<file path="src/rtl/game_board_ctrl_if.sv">
// Command/response bus for the ships board controller.
// The master offers place/shot commands and receives a per-command status;
// the slave (the board controller) accepts commands and returns status.
interface game_board_ctrl_if #(
    parameter int COORD_W = 4,
    parameter int LEN_W   = 3
) ();

    logic               cmd_valid;
    logic               cmd_ready;
    logic               cmd_op;
    logic               cmd_player;
    logic [COORD_W-1:0] cmd_x;
    logic [COORD_W-1:0] cmd_y;
    logic [LEN_W-1:0]   cmd_len;
    logic               cmd_vert;
    logic               rsp_valid;
    logic [2:0]         rsp_status;

    modport master (
        output cmd_valid, cmd_op, cmd_player, cmd_x, cmd_y, cmd_len, cmd_vert,
        input  cmd_ready, rsp_valid, rsp_status
    );

    modport slave (
        input  cmd_valid, cmd_op, cmd_player, cmd_x, cmd_y, cmd_len, cmd_vert,
        output cmd_ready, rsp_valid, rsp_status
    );

endinterface

</file>
<file path="src/rtl/game_board_ctrl.sv">
// Two-player board store and rule engine for the ships game.
// Holds a host and a guest board of 2-bit cells, executes placement and shot
// commands one at a time, tracks unhit ship cells and flags game over.
// Boards are stored as full 2**COORD_W square arrays so every coordinate
// indexes directly; cells outside BOARD_SIZE are never written.
module game_board_ctrl #(
    parameter int BOARD_SIZE = 10,
    parameter int COORD_W    = 4,
    parameter int MAX_LEN    = 4,
    parameter int LEN_W      = 3,
    parameter int CNT_W      = 7
) (
    input  logic               clk,
    input  logic               rst_n,
    input  logic               clear,
    game_board_ctrl_if.slave   bus,
    input  logic [COORD_W-1:0] rd_h_x,
    input  logic [COORD_W-1:0] rd_h_y,
    output logic [1:0]         rd_h_cell,
    input  logic [COORD_W-1:0] rd_g_x,
    input  logic [COORD_W-1:0] rd_g_y,
    output logic [1:0]         rd_g_cell,
    output logic [CNT_W-1:0]   left_host,
    output logic [CNT_W-1:0]   left_guest,
    output logic               game_over,
    output logic               winner
);

    localparam int                 DIM_C     = 1 << COORD_W;
    localparam logic [COORD_W:0]   LIM_W_C   = (COORD_W+1)'(BOARD_SIZE);
    localparam logic [COORD_W-1:0] LIM_C     = COORD_W'(BOARD_SIZE);
    localparam logic [LEN_W-1:0]   MAX_LEN_C = LEN_W'(MAX_LEN);
    localparam logic [LEN_W-1:0]   LEN_ONE_C = LEN_W'(1);
    localparam logic [CNT_W-1:0]   CNT_ONE_C = CNT_W'(1);

    localparam logic [1:0] CELL_EMPTY = 2'b00;
    localparam logic [1:0] CELL_SHIP  = 2'b01;
    localparam logic [1:0] CELL_MISS  = 2'b10;
    localparam logic [1:0] CELL_HIT   = 2'b11;

    localparam logic [2:0] ST_OK      = 3'b000;
    localparam logic [2:0] ST_BAD_LEN = 3'b001;
    localparam logic [2:0] ST_OOB     = 3'b010;
    localparam logic [2:0] ST_OVERLAP = 3'b011;
    localparam logic [2:0] ST_MISS    = 3'b100;
    localparam logic [2:0] ST_HIT     = 3'b101;
    localparam logic [2:0] ST_REPEAT  = 3'b110;
    localparam logic [2:0] ST_LOCKED  = 3'b111;

    typedef enum logic [2:0] {
        S_IDLE  = 3'd0,
        S_CHECK = 3'd1,
        S_WRITE = 3'd2,
        S_SHOT  = 3'd3,
        S_RESP  = 3'd4
    } state_t;

    // Counter add that sticks at all-ones instead of wrapping.
    function automatic logic [CNT_W-1:0] sat_add(input logic [CNT_W-1:0] a,
                                                 input logic [LEN_W-1:0] b);
        logic [CNT_W:0] sum;
        sum = {1'b0, a} + (CNT_W+1)'(b);
        if (sum[CNT_W]) begin
            sat_add = {CNT_W{1'b1}};
        end else begin
            sat_add = sum[CNT_W-1:0];
        end
    endfunction

    // Counter decrement that sticks at zero instead of wrapping.
    function automatic logic [CNT_W-1:0] sat_dec(input logic [CNT_W-1:0] a);
        if (a == {CNT_W{1'b0}}) begin
            sat_dec = {CNT_W{1'b0}};
        end else begin
            sat_dec = a - CNT_ONE_C;
        end
    endfunction

    state_t             state_r;
    state_t             next_state_s;
    logic [LEN_W-1:0]   idx_r;
    logic [LEN_W-1:0]   next_idx_s;

    logic               op_r;
    logic               player_r;
    logic               vert_r;
    logic [COORD_W-1:0] x_r;
    logic [COORD_W-1:0] y_r;
    logic [LEN_W-1:0]   len_r;

    logic [1:0]         host_r  [DIM_C][DIM_C];
    logic [1:0]         guest_r [DIM_C][DIM_C];

    logic [COORD_W:0]   step_s;
    logic [COORD_W:0]   cx_s;
    logic [COORD_W:0]   cy_s;
    logic               inb_s;
    logic [1:0]         cur_cell_s;

    logic               soft_rst_s;
    logic               accept_s;
    logic               wr_en_s;
    logic [1:0]         wr_val_s;
    logic               rsp_load_s;
    logic [2:0]         rsp_code_s;
    logic               cnt_add_s;
    logic               cnt_dec_s;

    logic               rsp_valid_r;
    logic [2:0]         rsp_status_r;
    logic [1:0]         rd_h_cell_r;
    logic [1:0]         rd_g_cell_r;
    logic [CNT_W-1:0]   left_host_r;
    logic [CNT_W-1:0]   left_guest_r;
    logic               game_over_r;
    logic               winner_r;

    assign soft_rst_s    = !rst_n || clear;
    assign bus.cmd_ready = (state_r == S_IDLE) && rst_n && !clear;
    assign accept_s      = bus.cmd_valid && bus.cmd_ready;

    assign bus.rsp_valid  = rsp_valid_r;
    assign bus.rsp_status = rsp_status_r;
    assign rd_h_cell      = rd_h_cell_r;
    assign rd_g_cell      = rd_g_cell_r;
    assign left_host      = left_host_r;
    assign left_guest     = left_guest_r;
    assign game_over      = game_over_r;
    assign winner         = winner_r;

    // Current cell address (origin + idx along the direction) and its contents;
    // one extra coordinate bit keeps origin + idx from wrapping into range.
    always_comb begin
        step_s     = (COORD_W+1)'(idx_r);
        cx_s       = {1'b0, x_r};
        cy_s       = {1'b0, y_r};
        cur_cell_s = CELL_EMPTY;
        if (vert_r) begin
            cy_s = {1'b0, y_r} + step_s;
        end else begin
            cx_s = {1'b0, x_r} + step_s;
        end
        inb_s = (cx_s < LIM_W_C) && (cy_s < LIM_W_C);
        if (!inb_s) begin
            cur_cell_s = CELL_EMPTY;
        end else if (player_r) begin
            cur_cell_s = guest_r[cy_s[COORD_W-1:0]][cx_s[COORD_W-1:0]];
        end else begin
            cur_cell_s = host_r[cy_s[COORD_W-1:0]][cx_s[COORD_W-1:0]];
        end
    end

    // Next-state and per-state control decode.
    always_comb begin
        next_state_s = state_r;
        next_idx_s   = idx_r;
        wr_en_s      = 1'b0;
        wr_val_s     = CELL_EMPTY;
        rsp_load_s   = 1'b0;
        rsp_code_s   = ST_OK;
        cnt_add_s    = 1'b0;
        cnt_dec_s    = 1'b0;
        case (state_r)
            S_IDLE: begin
                next_idx_s = {LEN_W{1'b0}};
                if (!accept_s) begin
                    next_state_s = S_IDLE;
                end else if (game_over_r) begin
                    next_state_s = S_RESP;
                    rsp_load_s   = 1'b1;
                    rsp_code_s   = ST_LOCKED;
                end else if (!bus.cmd_op) begin
                    next_state_s = S_CHECK;
                end else begin
                    next_state_s = S_SHOT;
                end
            end
            S_CHECK: begin
                if ((idx_r == {LEN_W{1'b0}}) &&
                    ((len_r == {LEN_W{1'b0}}) || (len_r > MAX_LEN_C))) begin
                    next_state_s = S_RESP;
                    rsp_load_s   = 1'b1;
                    rsp_code_s   = ST_BAD_LEN;
                end else if (!inb_s) begin
                    next_state_s = S_RESP;
                    rsp_load_s   = 1'b1;
                    rsp_code_s   = ST_OOB;
                end else if (cur_cell_s != CELL_EMPTY) begin
                    next_state_s = S_RESP;
                    rsp_load_s   = 1'b1;
                    rsp_code_s   = ST_OVERLAP;
                end else if (idx_r == (len_r - LEN_ONE_C)) begin
                    next_state_s = S_WRITE;
                    next_idx_s   = {LEN_W{1'b0}};
                end else begin
                    next_idx_s = idx_r + LEN_ONE_C;
                end
            end
            S_WRITE: begin
                wr_en_s  = 1'b1;
                wr_val_s = CELL_SHIP;
                if (idx_r == (len_r - LEN_ONE_C)) begin
                    next_state_s = S_RESP;
                    rsp_load_s   = 1'b1;
                    rsp_code_s   = ST_OK;
                    cnt_add_s    = 1'b1;
                end else begin
                    next_idx_s = idx_r + LEN_ONE_C;
                end
            end
            S_SHOT: begin
                next_state_s = S_RESP;
                rsp_load_s   = 1'b1;
                if (!inb_s) begin
                    rsp_code_s = ST_OOB;
                end else begin
                    case (cur_cell_s)
                        CELL_EMPTY: begin
                            wr_en_s    = 1'b1;
                            wr_val_s   = CELL_MISS;
                            rsp_code_s = ST_MISS;
                        end
                        CELL_SHIP: begin
                            wr_en_s    = 1'b1;
                            wr_val_s   = CELL_HIT;
                            cnt_dec_s  = 1'b1;
                            rsp_code_s = ST_HIT;
                        end
                        default: begin
                            rsp_code_s = ST_REPEAT;
                        end
                    endcase
                end
            end
            S_RESP: begin
                next_state_s = S_IDLE;
            end
            default: begin
                next_state_s = S_IDLE;
            end
        endcase
    end

    // FSM state and cell index registers.
    always_ff @(posedge clk) begin
        if (soft_rst_s) begin
            state_r <= S_IDLE;
            idx_r   <= {LEN_W{1'b0}};
        end else begin
            state_r <= next_state_s;
            idx_r   <= next_idx_s;
        end
    end

    // Latch the command fields on accept so later input changes are ignored.
    always_ff @(posedge clk) begin
        if (soft_rst_s) begin
            op_r     <= 1'b0;
            player_r <= 1'b0;
            vert_r   <= 1'b0;
            x_r      <= {COORD_W{1'b0}};
            y_r      <= {COORD_W{1'b0}};
            len_r    <= {LEN_W{1'b0}};
        end else if (accept_s) begin
            op_r     <= bus.cmd_op;
            player_r <= bus.cmd_player;
            vert_r   <= bus.cmd_vert;
            x_r      <= bus.cmd_x;
            y_r      <= bus.cmd_y;
            len_r    <= bus.cmd_len;
        end
    end

    // Board storage: wiped on reset/clear, one cell written per cycle.
    always_ff @(posedge clk) begin
        if (soft_rst_s) begin
            for (int yy = 0; yy < DIM_C; yy++) begin
                for (int xx = 0; xx < DIM_C; xx++) begin
                    host_r[yy][xx]  <= CELL_EMPTY;
                    guest_r[yy][xx] <= CELL_EMPTY;
                end
            end
        end else if (wr_en_s) begin
            if (player_r) begin
                guest_r[cy_s[COORD_W-1:0]][cx_s[COORD_W-1:0]] <= wr_val_s;
            end else begin
                host_r[cy_s[COORD_W-1:0]][cx_s[COORD_W-1:0]] <= wr_val_s;
            end
        end
    end

    // Response pulse and held status code.
    always_ff @(posedge clk) begin
        if (soft_rst_s) begin
            rsp_valid_r  <= 1'b0;
            rsp_status_r <= ST_OK;
        end else begin
            rsp_valid_r <= rsp_load_s;
            if (rsp_load_s) begin
                rsp_status_r <= rsp_code_s;
            end
        end
    end

    // Remaining ship-cell counters and sticky game-over / winner flags.
    always_ff @(posedge clk) begin
        if (soft_rst_s) begin
            left_host_r  <= {CNT_W{1'b0}};
            left_guest_r <= {CNT_W{1'b0}};
            game_over_r  <= 1'b0;
            winner_r     <= 1'b0;
        end else if (cnt_add_s) begin
            if (player_r) begin
                left_guest_r <= sat_add(left_guest_r, len_r);
            end else begin
                left_host_r <= sat_add(left_host_r, len_r);
            end
        end else if (cnt_dec_s) begin
            if (player_r) begin
                left_guest_r <= sat_dec(left_guest_r);
                if (left_guest_r == CNT_ONE_C) begin
                    game_over_r <= 1'b1;
                    winner_r    <= ~player_r;
                end
            end else begin
                left_host_r <= sat_dec(left_host_r);
                if (left_host_r == CNT_ONE_C) begin
                    game_over_r <= 1'b1;
                    winner_r    <= ~player_r;
                end
            end
        end
    end

    // Registered display read ports; out-of-range addresses read as EMPTY.
    always_ff @(posedge clk) begin
        if (soft_rst_s) begin
            rd_h_cell_r <= CELL_EMPTY;
            rd_g_cell_r <= CELL_EMPTY;
        end else begin
            if ((rd_h_x < LIM_C) && (rd_h_y < LIM_C)) begin
                rd_h_cell_r <= host_r[rd_h_y][rd_h_x];
            end else begin
                rd_h_cell_r <= CELL_EMPTY;
            end
            if ((rd_g_x < LIM_C) && (rd_g_y < LIM_C)) begin
                rd_g_cell_r <= guest_r[rd_g_y][rd_g_x];
            end else begin
                rd_g_cell_r <= CELL_EMPTY;
            end
        end
    end

endmodule

</file>
<file path="src/flat_wrapper.sv">
// flat-port wrapper written by rule: the top's interface ports become plain ports
module game_board_ctrl_flat 
#(
    parameter int BOARD_SIZE = 10,
    parameter int COORD_W    = 4,
    parameter int MAX_LEN    = 4,
    parameter int LEN_W      = 3,
    parameter int CNT_W      = 7
)
  (clk, rst_n, clear, rd_h_x, rd_h_y, rd_h_cell, rd_g_x, rd_g_y, rd_g_cell, left_host, left_guest, game_over, winner, bus_cmd_valid, bus_cmd_op, bus_cmd_player, bus_cmd_x, bus_cmd_y, bus_cmd_len, bus_cmd_vert, bus_cmd_ready, bus_rsp_valid, bus_rsp_status);
  game_board_ctrl_if #(.COORD_W(COORD_W), .LEN_W(LEN_W)) bus_i ();
  input  logic clk;
  input  logic rst_n;
  input  logic clear;
  input  logic [COORD_W-1:0] rd_h_x;
  input  logic [COORD_W-1:0] rd_h_y;
  output logic [1:0] rd_h_cell;
  input  logic [COORD_W-1:0] rd_g_x;
  input  logic [COORD_W-1:0] rd_g_y;
  output logic [1:0] rd_g_cell;
  output logic [CNT_W-1:0] left_host;
  output logic [CNT_W-1:0] left_guest;
  output logic game_over;
  output logic winner;
  input wire logic [$bits(bus_i.cmd_valid)-1:0] bus_cmd_valid;
  input wire logic [$bits(bus_i.cmd_op)-1:0] bus_cmd_op;
  input wire logic [$bits(bus_i.cmd_player)-1:0] bus_cmd_player;
  input wire logic [$bits(bus_i.cmd_x)-1:0] bus_cmd_x;
  input wire logic [$bits(bus_i.cmd_y)-1:0] bus_cmd_y;
  input wire logic [$bits(bus_i.cmd_len)-1:0] bus_cmd_len;
  input wire logic [$bits(bus_i.cmd_vert)-1:0] bus_cmd_vert;
  output wire logic [$bits(bus_i.cmd_ready)-1:0] bus_cmd_ready;
  output wire logic [$bits(bus_i.rsp_valid)-1:0] bus_rsp_valid;
  output wire logic [$bits(bus_i.rsp_status)-1:0] bus_rsp_status;
  assign bus_i.cmd_valid = bus_cmd_valid;
  assign bus_i.cmd_op = bus_cmd_op;
  assign bus_i.cmd_player = bus_cmd_player;
  assign bus_i.cmd_x = bus_cmd_x;
  assign bus_i.cmd_y = bus_cmd_y;
  assign bus_i.cmd_len = bus_cmd_len;
  assign bus_i.cmd_vert = bus_cmd_vert;
  assign bus_cmd_ready = bus_i.cmd_ready;
  assign bus_rsp_valid = bus_i.rsp_valid;
  assign bus_rsp_status = bus_i.rsp_status;
  game_board_ctrl #(.BOARD_SIZE(BOARD_SIZE), .COORD_W(COORD_W), .MAX_LEN(MAX_LEN), .LEN_W(LEN_W), .CNT_W(CNT_W)) u_core (.clk(clk), .rst_n(rst_n), .clear(clear), .bus(bus_i), .rd_h_x(rd_h_x), .rd_h_y(rd_h_y), .rd_h_cell(rd_h_cell), .rd_g_x(rd_g_x), .rd_g_y(rd_g_y), .rd_g_cell(rd_g_cell), .left_host(left_host), .left_guest(left_guest), .game_over(game_over), .winner(winner));
endmodule
</file>
<file path="config.mk">
export PLATFORM = sky130hd
export DESIGN_NAME = game_board_ctrl_flat
export DESIGN_NICKNAME = d
export VERILOG_FILES = /design/src/rtl/game_board_ctrl_if.sv /design/src/rtl/game_board_ctrl.sv /design/src/flat_wrapper.sv
export SDC_FILE = /design/constraint.sdc
export NUM_CORES = 2
export LEC_CHECK = 0
export ABC_AREA = 1
export CORE_MARGIN = 4
export CORE_UTILIZATION = 46
export DETAILED_ROUTE_END_ITERATION = 8
export DONT_BUFFER_PORTS = 1
export MAX_ROUTING_LAYER = met4
export SLEW_MARGIN = 10
export SYNTH_ARGS = -nofsm -noshare
export SYNTH_HDL_FRONTEND = slang
export SYNTH_SLANG_ARGS = --single-unit
</file>
<file path="constraint.sdc">
create_clock -name clk -period 6.4 [get_ports clk]
set_input_delay 1.28 -clock clk [delete_from_list [all_inputs] [get_ports clk]]
set_output_delay 1.28 -clock clk [all_outputs]
set_load 0.02 [all_outputs]
</file>
Word level (Yosys, flattened, before mapping) --
Memories as Yosys holds them, arrays and structs flattened. Index checks and enable logic that the tools add are counted.
Word-level totals: input bits 34, memories kept 2, RAM bits 1024, logic and storage cells 181, flip-flop bits (word level) 43, output and inout port bits 25
Cells by class: add/subtract/negate cells 8, bitwise operators 7, eq/ne operators 14, reductions and logical operators 32, magnitude comparators 11, multiplexer cells 92
Memory list:
- u_core.guest_r | words 16, bits a word 32, read ports 2, clocked after memory_dff 0, write ports 16, RTL line game_board_ctrl.sv:92 | logic [1:0] guest_r [DIM_C][DIM_C];
- u_core.host_r | words 16, bits a word 32, read ports 2, clocked after memory_dff 0, write ports 16, RTL line game_board_ctrl.sv:91 | logic [1:0] host_r [DIM_C][DIM_C];
Operators with widths (number):
- $mux 32 | 6
- $mux 7 | 12
- $reduce_or 32->1 | 2
- $mux 3 | 17
- $bmux 2 s4 | 4
- $mux 2 | 14
- $mux 1 | 26
- $pmux 3 s3 | 2
- $add 7x3->8 | 2
- $lt 4x4->1 const B | 4
- $ge 5x5->1 const B | 3
- $not 4->5 | 3
- $eq 7x1->1 const B | 2
- $logic_not 7->1 | 2
- $sub 7x1->7 const B | 2
- $pmux 2 s2 | 3
- $pmux 3 s4 | 1
- $add 4x3->5 | 2
- $lt 5x4->1 const B | 2
- $mux 5 | 2
- $logic_not 3->1 | 3
- $demux 2 s4 | 1
- $logic_and 1x1->1 | 8
- $mux 4 | 2
- 23 further kinds | 39

Logic depth before layout (Yosys ltp) --
word-level depth 18, gate-level depth with buffers 28, depth with buffers taken out 26

Worst setup path after synthesis --
OpenSTA, ideal clock, no wires.
path type register to register, start point reg u_core.idx_r[0], end point mem u_core.guest_r[8][6] (netlist bit) (enable), buffers on the path 4, data arrival time 3272 ps, clock period less this slack 3570 ps, setup time 298 ps, required time 6102 ps, slack 2830 ps, stages on the path, launching flop included 29, cells stage by stage dfxtp_1 -> ha_1 -> inv_1 -> fa_1 -> inv_1 -> nand2_1 -> nand2_1 -> nand2_1 -> nand2_2 -> buf_2 -> buf_2 -> nand2_1 -> nand2_1 -> nand2_1 -> nand2_1 -> nand2_1 -> nand3_1 -> nand2_1 -> inv_2 -> nor2_1 -> nand2_1 -> nand2_1 -> nand3_2 -> nand2_2 -> nand2_4 -> buf_4 -> buf_4 -> nand4_1 -> nand2_1
RTL lines:
- from (decl) | RTL line game_board_ctrl.sv:81 | logic [LEN_W-1:0] idx_r;
- from (signal assigned) | RTL line game_board_ctrl.sv:248 | idx_r <= {LEN_W{1'b0}};
- from (signal assigned) | RTL line game_board_ctrl.sv:251 | idx_r <= next_idx_s;
- to (decl) | RTL line game_board_ctrl.sv:92

==> flow_summary.yaml <==
run_status:
  status: "finished, violations left"
  violations: "design-rule violations"
sta:
  finalMaxSlewViolations: 0
  skew_ns: 0.0313
  period_minus_slack_ns: 5.60
  rsz0062_at_grt: "no"
  fin_crit_sh: 0.875
  slew_headroom: 0.127
  tightestPinTransition_ns: 1.31
  timing.hold.ws_ns: 0.486
  finalHoldViolCount: 0
  fmax_mhz: 179
  tns_ns: 0
  setup_viol: 0
worst_hold_path:
  min_delay_worst_endpoint: "u_core.x_r[0]$_SDFFE_PP0P_"
  hold_path.startpoint: "u_core.x_r[0]$_SDFFE_PP0P_"
  hold_depth: 2
  hp-class: "flop to flop"
critical_path:
  criticalPathCategory: "flop to flop"
  cp_top_family: "simple AND/OR/NAND/NOR gates"
  critPathLaunchType: "flop"
  reg2regPathDepth: 23
  worst-path-stages: 23
  reg2reg_slack_ns: 0.80
  slowest_stage: "fa_1"
  max_stage_delay_ns: 0.56
  rr_startpoint: "u_core.idx_r[0]$_SDFFE_PP0P_"
  worstPathRequired_ns: 6.85
  cp-end-kind: "flop"
  cp_num_buf_inv: 3
  cp_common_cell: "nand2_1"
  critPathMaxFanout: 108
  crit_arrival_ns: 6.05
  r2r-end: "u_core.guest_r[7][17]$_SDFFCE_PN0P_"
  path_cells: "ha_1 > inv_1 > fa_1 > nand2_1 > o21ai_4 > buf_12 > nand2_1 > nand2_1 > nand2_1 > nand4_1 > nand2_1 > nand2_1 > nor2_1 > nor2_1 > nor2_1 > nand2_1 > nand2_1 > nand3_2 > nand2_8 > nand2_8 > buf_12 > nand4_1 > nand2_1"
place:
  hpwl_um: 139000
  dpl_cell_area_sq_um: 67600
  gp_congestion: 0.913
  portBuffers: 0
synthesis:
  synthFlopType: "edfxtp_1"
  yosys-top-cells-area: "edfxtp_1 47%, nand2_1 16%, inv_1 5.9%"
  yosysUniqueCellTypes: 55
  avgSynthCellArea_sq_um: 7.54
  yosysWarnings: 0
  ys_seq_elements: 1067
  yosys.area.top_type: "edfxtp_1"
  yosysSeqAreaShare: 0.485
  yosysTopAreaCellShare: 0.471
  async_reset_ff_frac: 0
  syn_inst: 8650
  netlist_area_sq_um: 65200
  synth-edff-count: 1024
drt:
  drtPass1Iterations: 9
  drtIter0Drc: 7557
  wl_per_cell_um: 22.4
  drcViolationCount: 2
  dr_total_vias: 60955
  ant_nets: 0
  routed_wl_um: 236000
  viasPerCell: 5.79
cts:
  postCtsSetupBuffers: 0
  clock-sinks: 1067
  h-tree-depth: 3
  cts_hold_buffers: 0
  cts_inserted_buffers: 121
  cts_buffer_depth: 3
  cts_tree: "done"
  clkLatencyLatePin_ns: 0.76
  cts-resized-gates: 0
  clkSlewWorstSetupHoldPaths_ns: 0.06
  clock-root-buffer: "clkbuf_16"
global_routing:
  grt_pass1_wl_um: 350000
  overflow: 0
  grt_max_degree: 381
  antenna_found_initial: 4
  grt_usage: 0.321
  grt_pass1_vias: 57231
layout:
  fin_nets: 8603
  multi_input_comb_area_sq_um: 27900
  nFillCells: 13603
  utilization: 0.510
  area_growth_pct: 9.58
  post-route-cell-area_sq_um: 71500
  seq_area_sq_um: 31600
  layout-drive-gt1-share: 0.0500
die:
  rows: 137
  pin_count: 59
  initial_core_util: 0.465
  coreArea_sq_um: 140000
  die-width_um: 385
  dieArea_sq_um: 148000
  die_height_um: 385
run:
  cap_violations: 0
pwr:
  p_total_uw: 17000
  p_leak_uw: 0.0315
  worst_ir_drop_vdd_mv: 0.219
  powerDensity_nw_per_um2: 238
worst min-delay path, stage by stage (launching register included):
cell and delay [ns]:
dfxtp_1 0.32, nand3_1 0.08, nand2_1 0.04
final cells by class:
| class | count | area share |
|---|---|---|
| clock buffers | 146 | 0.0443 |
| multi-input cells | 6141 | 0.390 |
| diodes | 5 | 0.000175 |
| flip-flops and latches | 1067 | 0.442 |
| repair buffers | 175 | 0.0259 |
| well taps | 1876 | 0.0328 |
| clock inverters | 79 | 0.00966 |
| inverters | 1040 | 0.0547 |
power breakdown:
part	switching [uW]	leakage, uW	total [uW]	internal (uW)
registers	157	0.0115	8190	8040
logic	1400	0.0182	1960	555
clock network	2960	0.00190	6900	3930
total	4520	0.0315	17000	12500
per-stage QoR:
stage	cells	setup WS, ns
after global routing	10528	0.581
after detailed placement	10299	0.948
after floorplan	8961	2.83
final	10529	0.802
after CTS	10524	0.939
after global placement	10299	1.03
cell usage after synthesis (43+ instances only):
cell      number
nand2_1     2727
inv_1       1025
edfxtp_1    1024
nor2_1       847
o21ai_0      721
nand4_1      599
clkbuf_1     407
a21oi_1      308
nand3_1      243
buf_2        170
o211ai_1     123
buf_4         64
buf_1         56
o22ai_1       52
o21ai_1       50
dfxtp_1       43
placed cells by master (no fill, tap or decap), types with 7 or more instances in the layout:
| cell type | instances |
|---|---|
| dfxtp_1 | 43 |
| clkbuf_1 | 23 |
| a21oi_1 | 308 |
| clkinv_2 | 31 |
| edfxtp_1 | 1024 |
| nand3_1 | 243 |
| nor2_1 | 813 |
| xor2_1 | 9 |
| nand2_1 | 2726 |
| nand3b_1 | 34 |
| clkinv_1 | 38 |
| nand2_2 | 7 |
| buf_12 | 43 |
| a32o_1 | 8 |
| nand4_1 | 599 |
| nor2_4 | 22 |
| a221oi_1 | 8 |
| or2_2 | 11 |
| clkbuf_16 | 123 |
| ha_1 | 19 |
| nor2_2 | 15 |
| bufinv_16 | 11 |
| o22ai_1 | 52 |
| inv_1 | 1021 |
| conb_1 | 312 |
| o21ai_1 | 50 |
| nor3_1 | 7 |
| o211ai_1 | 123 |
| inv_2 | 7 |
| o21ai_0 | 721 |
| a31oi_1 | 9 |
| buf_4 | 132 |
worst max path at each step:
| stage | start | to |
|---|---|---|
| 2_1_floorplan | u_core.idx_r[0]$_SDFFE_PP0P_ | u_core.guest_r[8][6]$_SDFFCE_PN0P_ |
| 5_1_grt | u_core.idx_r[0]$_SDFFE_PP0P_ | u_core.guest_r[5][18]$_SDFFCE_PN0P_ |
| 4_1_cts | u_core.idx_r[0]$_SDFFE_PP0P_ | u_core.guest_r[7][16]$_SDFFCE_PN0P_ |
| 6_report | u_core.idx_r[0]$_SDFFE_PP0P_ | u_core.guest_r[7][17]$_SDFFCE_PN0P_ |
| 3_3_place_gp | u_core.idx_r[0]$_SDFFE_PP0P_ | u_core.guest_r[5][18]$_SDFFCE_PN0P_ |
| 3_5_place_dp | u_core.idx_r[0]$_SDFFE_PP0P_ | u_core.guest_r[5][25]$_SDFFCE_PN0P_ |
registers in the layout, indices dropped and copies added, names as in the netlist:
register,cells
u_core.x_r,4
u_core.state_r,3
u_core.y_r,4
u_core.rd_h_cell,2
u_core.bus.rsp_valid,1
u_core.len_r,3
u_core.rd_g_cell,2
u_core.left_host,7
u_core.bus.rsp_status,3
u_core.guest_r,512
u_core.host_r,512
u_core.winner,1
u_core.vert_r,1
u_core.idx_r,3
u_core.player_r,1
u_core.left_guest,7
u_core.game_over,1
per-layer routing:
metal,routed length [um],GRT usage,share of wire,vias up
met5,0,-,0,-
met1,91100,0.409,0.39,28775
met3,25400,0.0527,0.11,694
met4,11500,0.140,0.049,0
met2,108000,0.505,0.46,3397
li1,-,-,-,28089
logic make-up (layout without fill, tap and decap cells):
family,Yosys count,after routing,synth area share
compound gates,1302,1302,0.109
simple gates,4494,4494,0.291
other cells,1,317,0.0000575
flops,1067,1067,0.485
xor+xnor,10,10,0.00134
buf+inv,1753,1440,0.110
fa+ha+maj,23,23,0.00487
Note: power is estimated with default switching activity, not from simulation.
